File: src/rtl/rapcore_io_pkg.sv
// rapcore_io_pkg: shared constants for the rapcore SPI-driven user I/O port.
package rapcore_io_pkg;

  localparam int unsigned FRAME_W = 8;

  localparam logic [FRAME_W-1:0] OP_WRITE_OUT = 8'h01;
  localparam logic [FRAME_W-1:0] OP_WRITE_OEB = 8'h02;
  localparam logic [FRAME_W-1:0] OP_READ_OUT  = 8'h81;
  localparam logic [FRAME_W-1:0] OP_READ_IN   = 8'h83;

  // Legacy state encodings, kept so existing decode/debug tooling still matches.
  localparam logic [1:0] ST_IDLE = 2'd0;
  localparam logic [1:0] ST_CMD  = 2'd1;
  localparam logic [1:0] ST_DATA = 2'd2;
  localparam logic [1:0] ST_DONE = 2'd3;

  typedef enum logic [1:0] {
    IDLE = ST_IDLE,
    CMD  = ST_CMD,
    DATA = ST_DATA,
    DONE = ST_DONE
  } state_t;

endpackage

File: src/rtl/rapcore_spi_sync.sv
// rapcore_spi_sync: 2-FF synchronizers for SCK/CS/COPI plus SCK edge and
// CS falling-edge detection in the CLK domain.
module rapcore_spi_sync (
  input  logic clk,
  input  logic rst,
  input  logic sck,
  input  logic cs,
  input  logic copi,
  output logic sck_rise,
  output logic sck_fall,
  output logic cs_s,
  output logic cs_fall,
  output logic copi_s
);

  logic [1:0] sck_ff;
  logic [1:0] cs_ff;
  logic [1:0] copi_ff;
  logic       sck_d;
  logic       cs_d;

  // Two-stage synchronizers and one-cycle delayed copies for edge detection.
  // Everything resets low so a CS held low through reset never looks like a
  // fresh falling edge; the host must re-assert CS to start a frame.
  always_ff @(posedge clk or posedge rst) begin
    if (rst) begin
      sck_ff  <= '0;
      cs_ff   <= '0;
      copi_ff <= '0;
      sck_d   <= 1'b0;
      cs_d    <= 1'b0;
    end else begin
      sck_ff  <= {sck_ff[0], sck};
      cs_ff   <= {cs_ff[0], cs};
      copi_ff <= {copi_ff[0], copi};
      sck_d   <= sck_ff[1];
      cs_d    <= cs_ff[1];
    end
  end

  assign sck_rise = sck_ff[1] & ~sck_d;
  assign sck_fall = ~sck_ff[1] & sck_d;
  assign cs_s     = cs_ff[1];
  assign cs_fall  = ~cs_ff[1] & cs_d;
  assign copi_s   = copi_ff[1];

endmodule

File: src/rtl/rapcore_io_port_ctrl.sv
// rapcore_io_port_ctrl: SPI target (mode 0) that writes/reads an 8-bit user
// I/O port. Frame = opcode byte + data byte under CS low.
// Build option: define RAPCORE_CIPO_EN to include the READ_OUT/READ_IN
// readback path; without it CIPO is tied low and reads act as unknown opcodes.
module rapcore_io_port_ctrl
  import rapcore_io_pkg::*;
#(
  parameter logic [7:0] OUT_RESET = 8'h00,
  parameter logic [7:0] OEB_RESET = 8'hFF
) (
  input  logic       CLK,
  input  logic       RESET,
  input  logic       SCK,
  input  logic       CS,
  input  logic       COPI,
  output logic       CIPO,
  input  logic [7:0] gpio_in,
  output logic [7:0] io_out,
  output logic [7:0] io_oeb,
  output logic       frame_done
);

  localparam logic [2:0] LAST_BIT = 3'd7;

  logic               sck_rise;
  logic               sck_fall;
  logic               cs_s;
  logic               cs_fall;
  logic               copi_s;
  state_t             state;
  logic [2:0]         bit_cnt;
  logic [FRAME_W-1:0] shift_in;
  logic [FRAME_W-1:0] opcode;
  logic [FRAME_W-1:0] byte_next;

  rapcore_spi_sync u_sync (
    .clk      (CLK),
    .rst      (RESET),
    .sck      (SCK),
    .cs       (CS),
    .copi     (COPI),
    .sck_rise (sck_rise),
    .sck_fall (sck_fall),
    .cs_s     (cs_s),
    .cs_fall  (cs_fall),
    .copi_s   (copi_s)
  );

  assign byte_next = {shift_in[FRAME_W-2:0], copi_s};

  // Frame FSM, receive shifter and output registers. CS high is checked
  // first so a CS rise racing the last data edge aborts the frame.
  always_ff @(posedge CLK or posedge RESET) begin
    if (RESET) begin
      state      <= IDLE;
      bit_cnt    <= '0;
      shift_in   <= '0;
      opcode     <= '0;
      io_out     <= OUT_RESET;
      io_oeb     <= OEB_RESET;
      frame_done <= 1'b0;
    end else begin
      frame_done <= 1'b0;
      if (cs_s) begin
        state    <= IDLE;
        bit_cnt  <= '0;
        shift_in <= '0;
      end else begin
        case (state)
          IDLE: begin
            if (cs_fall) begin
              state   <= CMD;
              bit_cnt <= '0;
            end
          end
          CMD: begin
            if (sck_rise) begin
              shift_in <= byte_next;
              bit_cnt  <= bit_cnt + 3'd1;
              if (bit_cnt == LAST_BIT) begin
                opcode <= byte_next;
                state  <= DATA;
              end
            end
          end
          DATA: begin
            if (sck_rise) begin
              shift_in <= byte_next;
              bit_cnt  <= bit_cnt + 3'd1;
              if (bit_cnt == LAST_BIT) begin
                state      <= DONE;
                frame_done <= 1'b1;
                if (opcode == OP_WRITE_OUT) io_out <= byte_next;
                if (opcode == OP_WRITE_OEB) io_oeb <= byte_next;
              end
            end
          end
          DONE:    state <= DONE;
          default: state <= IDLE;
        endcase
      end
    end
  end

`ifdef RAPCORE_CIPO_EN
  logic [7:0] gpio_ff;
  logic [7:0] gpio_s;
  logic [7:0] rd_byte;
  logic       cipo_r;
  logic       rd_op;

  assign rd_op = (opcode == OP_READ_OUT) || (opcode == OP_READ_IN);

  // Pad input synchronizer feeding the READ_IN snapshot.
  always_ff @(posedge CLK or posedge RESET) begin
    if (RESET) begin
      gpio_ff <= '0;
      gpio_s  <= '0;
    end else begin
      gpio_ff <= gpio_in;
      gpio_s  <= gpio_ff;
    end
  end

  // Readback: the MSB is driven as soon as the opcode completes; each SCK
  // fall in DATA then presents bit (7 - rises seen), so the first fall
  // re-presents the MSB instead of advancing past it.
  always_ff @(posedge CLK or posedge RESET) begin
    if (RESET) begin
      rd_byte <= '0;
      cipo_r  <= 1'b0;
    end else if (cs_s) begin
      cipo_r <= 1'b0;
    end else if (state == CMD && sck_rise && bit_cnt == LAST_BIT) begin
      if (byte_next == OP_READ_OUT) begin
        rd_byte <= io_out;
        cipo_r  <= io_out[7];
      end else if (byte_next == OP_READ_IN) begin
        rd_byte <= gpio_s;
        cipo_r  <= gpio_s[7];
      end else begin
        rd_byte <= '0;
        cipo_r  <= 1'b0;
      end
    end else if (state == DATA && sck_rise && bit_cnt == LAST_BIT) begin
      cipo_r <= 1'b0;
    end else if (state == DATA && sck_fall && rd_op) begin
      cipo_r <= rd_byte[~bit_cnt];
    end else if (state != DATA) begin
      cipo_r <= 1'b0;
    end
  end

  assign CIPO = cipo_r;
`else
  logic unused_rd;
  assign unused_rd = ^{gpio_in, sck_fall};
  assign CIPO      = 1'b0;
`endif

endmodule

File: config.mk
export PLATFORM = sky130hd
export DESIGN_NAME = rapcore_io_port_ctrl
export DESIGN_NICKNAME = d
export VERILOG_FILES = /design/src/rtl/rapcore_io_pkg.sv /design/src/rtl/rapcore_spi_sync.sv /design/src/rtl/rapcore_io_port_ctrl.sv
export SDC_FILE = /design/constraint.sdc
export NUM_CORES = 1
export LEC_CHECK = 0
export ABC_AREA = 1
export BUFFER_PORTS_ARGS = -buffer_cell sky130_fd_sc_hd__buf_2
export CAP_MARGIN = 15
export CORE_UTILIZATION = 43
export CTS_BUF_LIST = sky130_fd_sc_hd__clkbuf_8
export DETAILED_ROUTE_END_ITERATION = 16
export PLACE_DENSITY = 0.65
export SETUP_SLACK_MARGIN = 0.3
export SYNTH_ARGS = -nofsm -noshare
export SYNTH_HDL_FRONTEND = slang
export SYNTH_HIERARCHICAL = 1
export SYNTH_SLANG_ARGS = --single-unit
File: constraint.sdc
create_clock -name CLK -period 1.3 [get_ports CLK]
set_input_delay 0.065 -clock CLK [delete_from_list [all_inputs] [get_ports CLK]]
set_output_delay 0.065 -clock CLK [all_outputs]
set_load 0.05 [all_outputs]
[Yosys cells after proc, flatten, opt, wreduce, memory -nomap -nowiden]
Index checks and enable logic that the tools add are counted.
Operators by class
  $add $sub $neg: 1
  equality and inequality tests: 12
  muxes and demuxes: 18
  bitwise logic cells: 4
  reductions and logical operators: 11
Operators with widths (count)
  $mux 7: 3
  $ne 3x2->1 const B: 5
  $reduce_and 5->1: 3
  $mux 2: 6
  $mux 3: 3
  $eq 8x1->1 const B: 1
  $eq 8x2->1 const B: 1
  $pmux 2 s4: 1
  $pmux 3 s2: 1
  $eq 2x2->1 const B: 2
  $mux 1: 4
  $reduce_and 4->1: 1
  $reduce_bool 2->1: 2
  $add 3x1->3 const B: 1
  $eq 3x3->1 const B: 1
  $ne 3x1->1 const B: 1
  $reduce_and 3->1: 1
  $reduce_bool 3->1: 1
  $and 1x1->1: 2
  $eq 2x1->1 const B: 1
  $logic_not 2->1: 1
  $not 1->1: 2
  $reduce_and 2->1: 1
  $reduce_or 2->1: 1
Storage, ports and cells
  register bits after elaboration: 45
  input port bits: 13
  word-level logic and storage cells: 58

[Depth between registers and ports, before layout]
  depth after elaboration: 5
  gate-level depth with buffers: 9
  mapped depth without buffers: 9

[Modules after synthesis]
Netlist, hierarchy kept.
By module, submodules not included
  rapcore_io_port_ctrl: times used 1, cells an instance 194, area an instance 1786.7 um2, sequential area each 935.9 um2
  rapcore_spi_sync: times used 1, cells an instance 15, area an instance 226.5 um2, sequential area each 200.2 um2

[Worst setup path before layout]
Ideal clock, no wire load.
  kind: reg-to-reg
  start: register state[0]
  end: register shift_in[0]
  library setup time: 142 ps
  arrival time: 1245 ps
  setup slack: -86 ps
  cell stages (with the launch flop): 6
  path buffers: 0
  cell sequence: dfrtp_1 -> inv_1 -> ha_1 -> inv_1 -> o21ai_1 -> o22ai_1
Between the ends
  longest elaborated chain between the ends: 4
  elaborated cells between the ends (all ways): 5
RTL lines
  start: declaration: line rapcore_io_port_ctrl.sv:30  | state_t state;
  start signal: assignment: line rapcore_io_port_ctrl.sv:55  | state <= IDLE;
  start signal: assignment: line rapcore_io_port_ctrl.sv:65  | state <= IDLE;
  start signal: assignment: line rapcore_io_port_ctrl.sv:72  | state <= CMD;
  $eq 2x2->1 or $eq 2x1->1 (tied branches): line rapcore_io_port_ctrl.sv:69  | case (state)
  $reduce_or 2->1 (no source line) (*)
  $reduce_bool 2->1 (no source line) (*)
  $reduce_and 2->1 (no source line) (*)
  end signal: assignment: line rapcore_io_port_ctrl.sv:78  | shift_in <= byte_next;
  end signal: assignment: line rapcore_io_port_ctrl.sv:88  | shift_in <= byte_next;
  end: declaration: line rapcore_io_port_ctrl.sv:32  | logic [FRAME_W-1:0] shift_in;
Every way passes the cells marked *; elsewhere a longest branch is shown, timed or not.
A chain may end at the register's enable or synchronous reset.

[Worst setup path in the final report]
  start: register state[0]
  end: register bit_cnt[1]
Between the ends
  longest elaborated chain between the ends: 4
  elaborated cells between the ends (all ways): 10
RTL lines
  $eq 2x2->1 or $eq 2x1->1 (tied branches): line rapcore_io_port_ctrl.sv:69
  $reduce_or 2->1 (no source line)
  $ne 3x1->1 (no source line), or another cell as far along
  $reduce_and 3->1 (no source line) or $mux 3 (tied branches)
  end signal: assignment: line rapcore_io_port_ctrl.sv:79  | bit_cnt <= bit_cnt + 3'd1;
  end signal: assignment: line rapcore_io_port_ctrl.sv:89  | bit_cnt <= bit_cnt + 3'd1;
  end: declaration: line rapcore_io_port_ctrl.sv:31  | logic [2:0] bit_cnt;
Several ways; a longest one is shown, not always the timed one.

==> metrics <==
wire length of the first global-routing pass approximately 7000 µm; Final Hold Fails 0; Final Routed Wirelength 4148 µm; Max Cap Viol 0; Setup crit start kind register; status finished with violations; internal power 2.513 mW; hold_ws 0.2561 ns; Tcrit/Tclk final 109.9%; WL/cell 13.42 µm; Leak 1.329 nW; DP Wirelength around 2700 µm; Post-Syn Instances 207; Reg power frac 43.3%; port bufs 21; CTS tree built; crit-path max FO 6; Final nets around 280; layout cells sized above 1 a little over two fifths; CTS Buf Count 5; # setup viols final 36; Tmin final 1.428 ns; Pwr Density between 1000 and 1500 nW/µm²; largest net degree at the start of global routing 38; die area 4941 µm²; number of global-route vias before repair 1,482; Switching Power 0.9960 mW; Worst EP required 1.48 ns; syn_nets between 200 and 250; Setup crit end kind register; Clock Sinks 45; Rows 24; average size of a mapped cell slightly below 10 µm²; Via Count 1,479; Die Y-Extent 70.30 µm; Mapped Area 2006 µm²; met1 Usage GRT 22.03%; CP arrival between 1.5 and 2 ns; clk root buf clkbuf_8; initial antenna violation count 0; Switching Share 28.38%; IR drop worst, VDD 1.082 mV; Die Width 70.30 µm; final max-slew violation count 0; clock skew roughly 0.0085 ns; clk_lat worst skew 0.30 ns; final setup margin -0.1282 ns; initial DRC count 98; DRC errors left 0; violated checks negative setup slack; H-tree levels 2; Fillers 334; synthesis-to-finish area growth 41.24%; ant diodes 0; combinational share of power 25.4%; GRT Util Overall 18.58%; Via density about 4.8; Final Wtd Congestion 0.8025; crit path kind register to register; Starting Density 45.44%; fmax 700.2 MHz; Core Area 4414 µm²; GRT met2 Usage 33.12%; antenna viol nets, final 0; Clock transition at path regs ~0.090 ns; RSZ-0062 raised after global routing yes; total chip power 3.509 mW; design area 2833 µm²; router iterations before antenna repair 4; grt total ovfl 0; HP Class input pin to async pin; Yosys warnings 6; Clock Power Share between 30% and 40%; Max Buffers Root-to-Sink 2; met3 Resource Use GR 4.906%; peak-usage layer in the global routing report met2; DP Area 2361 µm²; IO Count 31
-- worst paths after layout --
path	slack [ns]	to	startpoint	cells after the start
worst max-delay path	-0.13	bit_cnt[1]	state[0]	8
worst min register to register	0.35	u_sync/copi_ff[1]	u_sync/copi_ff[0]	0
worst max register to register	-0.13	bit_cnt[1]	state[0]	8
min in group CLK	0.35	u_sync/copi_ff[1]	u_sync/copi_ff[0]	0
worst min-delay path	0.26	u_sync/cs_d	RESET	3
max in group asynchronous	0.52	io_oeb[2]	RESET	4
-- sequential cells by signal, summed over array words and instances, names as in the netlist, 3 cells and up --
signal	count
shift_in	7
io_oeb	8
io_out	8
bit_cnt	3
opcode	8
-- stage by stage --
step / util, % / TNS (ns) / cells / worst slack (ns)
floorplan: - / -0.04574 / 207 / -0.005718
global placement: 53.49 / -0.3154 / 290 / -0.04192
detailed placement: 53.49 / -0.9773 / 290 / -0.08422
CTS: 62.87 / -1.871 / 306 / -0.1006
global route: 64.17 / -4.889 / 309 / -0.1759
finish: 64.17 / -2.230 / 309 / -0.1282
-- repair_timing --
item                                   4_1_cts  5_1_grt
hold buffers                                 4        0
setup endpoints to repair                   46       51
gates resized for setup                     61       14
gates cloned                                 1        0
setup buffers                                3        3
endpoints found under the hold margin       40        0
pin swaps                                   13        5
-- per-layer routing --
metal  part of all wire [%]  routed length [µm]
met5                      0                   0
met4                    1.1                  44
met3                    2.8                 117
met2                     52                2159
met1                     44                1825
-- power groups by stage --
stage | Clock, mW | Sequential, mW | Combinational (mW)
global route | 1.18 | 1.52 | 0.990
floorplan | 0 | 1.54 | 0.497
detailed placement | 0 | 1.55 | 0.790
finish | 1.10 | 1.52 | 0.891
CTS | 1.13 | 1.52 | 0.878
global placement | 0 | 1.54 | 0.779
-- worst max-delay path, stage by stage, from the launching register on --
cell and delay, ns:
dfrtp_1 0.37, inv_2 0.07, buf_12 0.13, ha_4 0.29
inv_4 0.04, nand3b_1 0.08, nand3_2 0.13, nand2_1 0.12
o21ai_1 0.07
-- layout by cell type (no fill, tap or decap), types with 2 or more instances in the layout --
cell            n
buf_6           6
dfstp_2         8
nand3_1        17
nor2_4          5
ha_2            2
nand2_2         6
buf_4          14
buf_2           5
o22ai_1         5
inv_2           2
buf_8           8
ha_4            3
buf_12          3
dlygate4sd3_1   4
nand3_2         4
dfrtp_1        37
clkbuf_4        5
o21ai_2         9
clkbuf_8        6
o22ai_2         2
nand2_4         8
inv_1          21
nand3_4         4
nand2_1        47
o21ai_1         4
nor2_1         11
ha_1            2
-- final cells by class --
class	count	area [µm²]	share of cell area, %
Sequential cell	45	1136	40.11
Multi-Input combinational cell	134	935.9	33.04
Timing Repair Buffer	46	483.0	17.05
Inverter	24	92.59	3.269
Clock buffer	6	82.58	2.915
Tap cell	52	65.06	2.297
Clock inverter	2	37.54	1.325
Power figures use the tool's default switching activity.
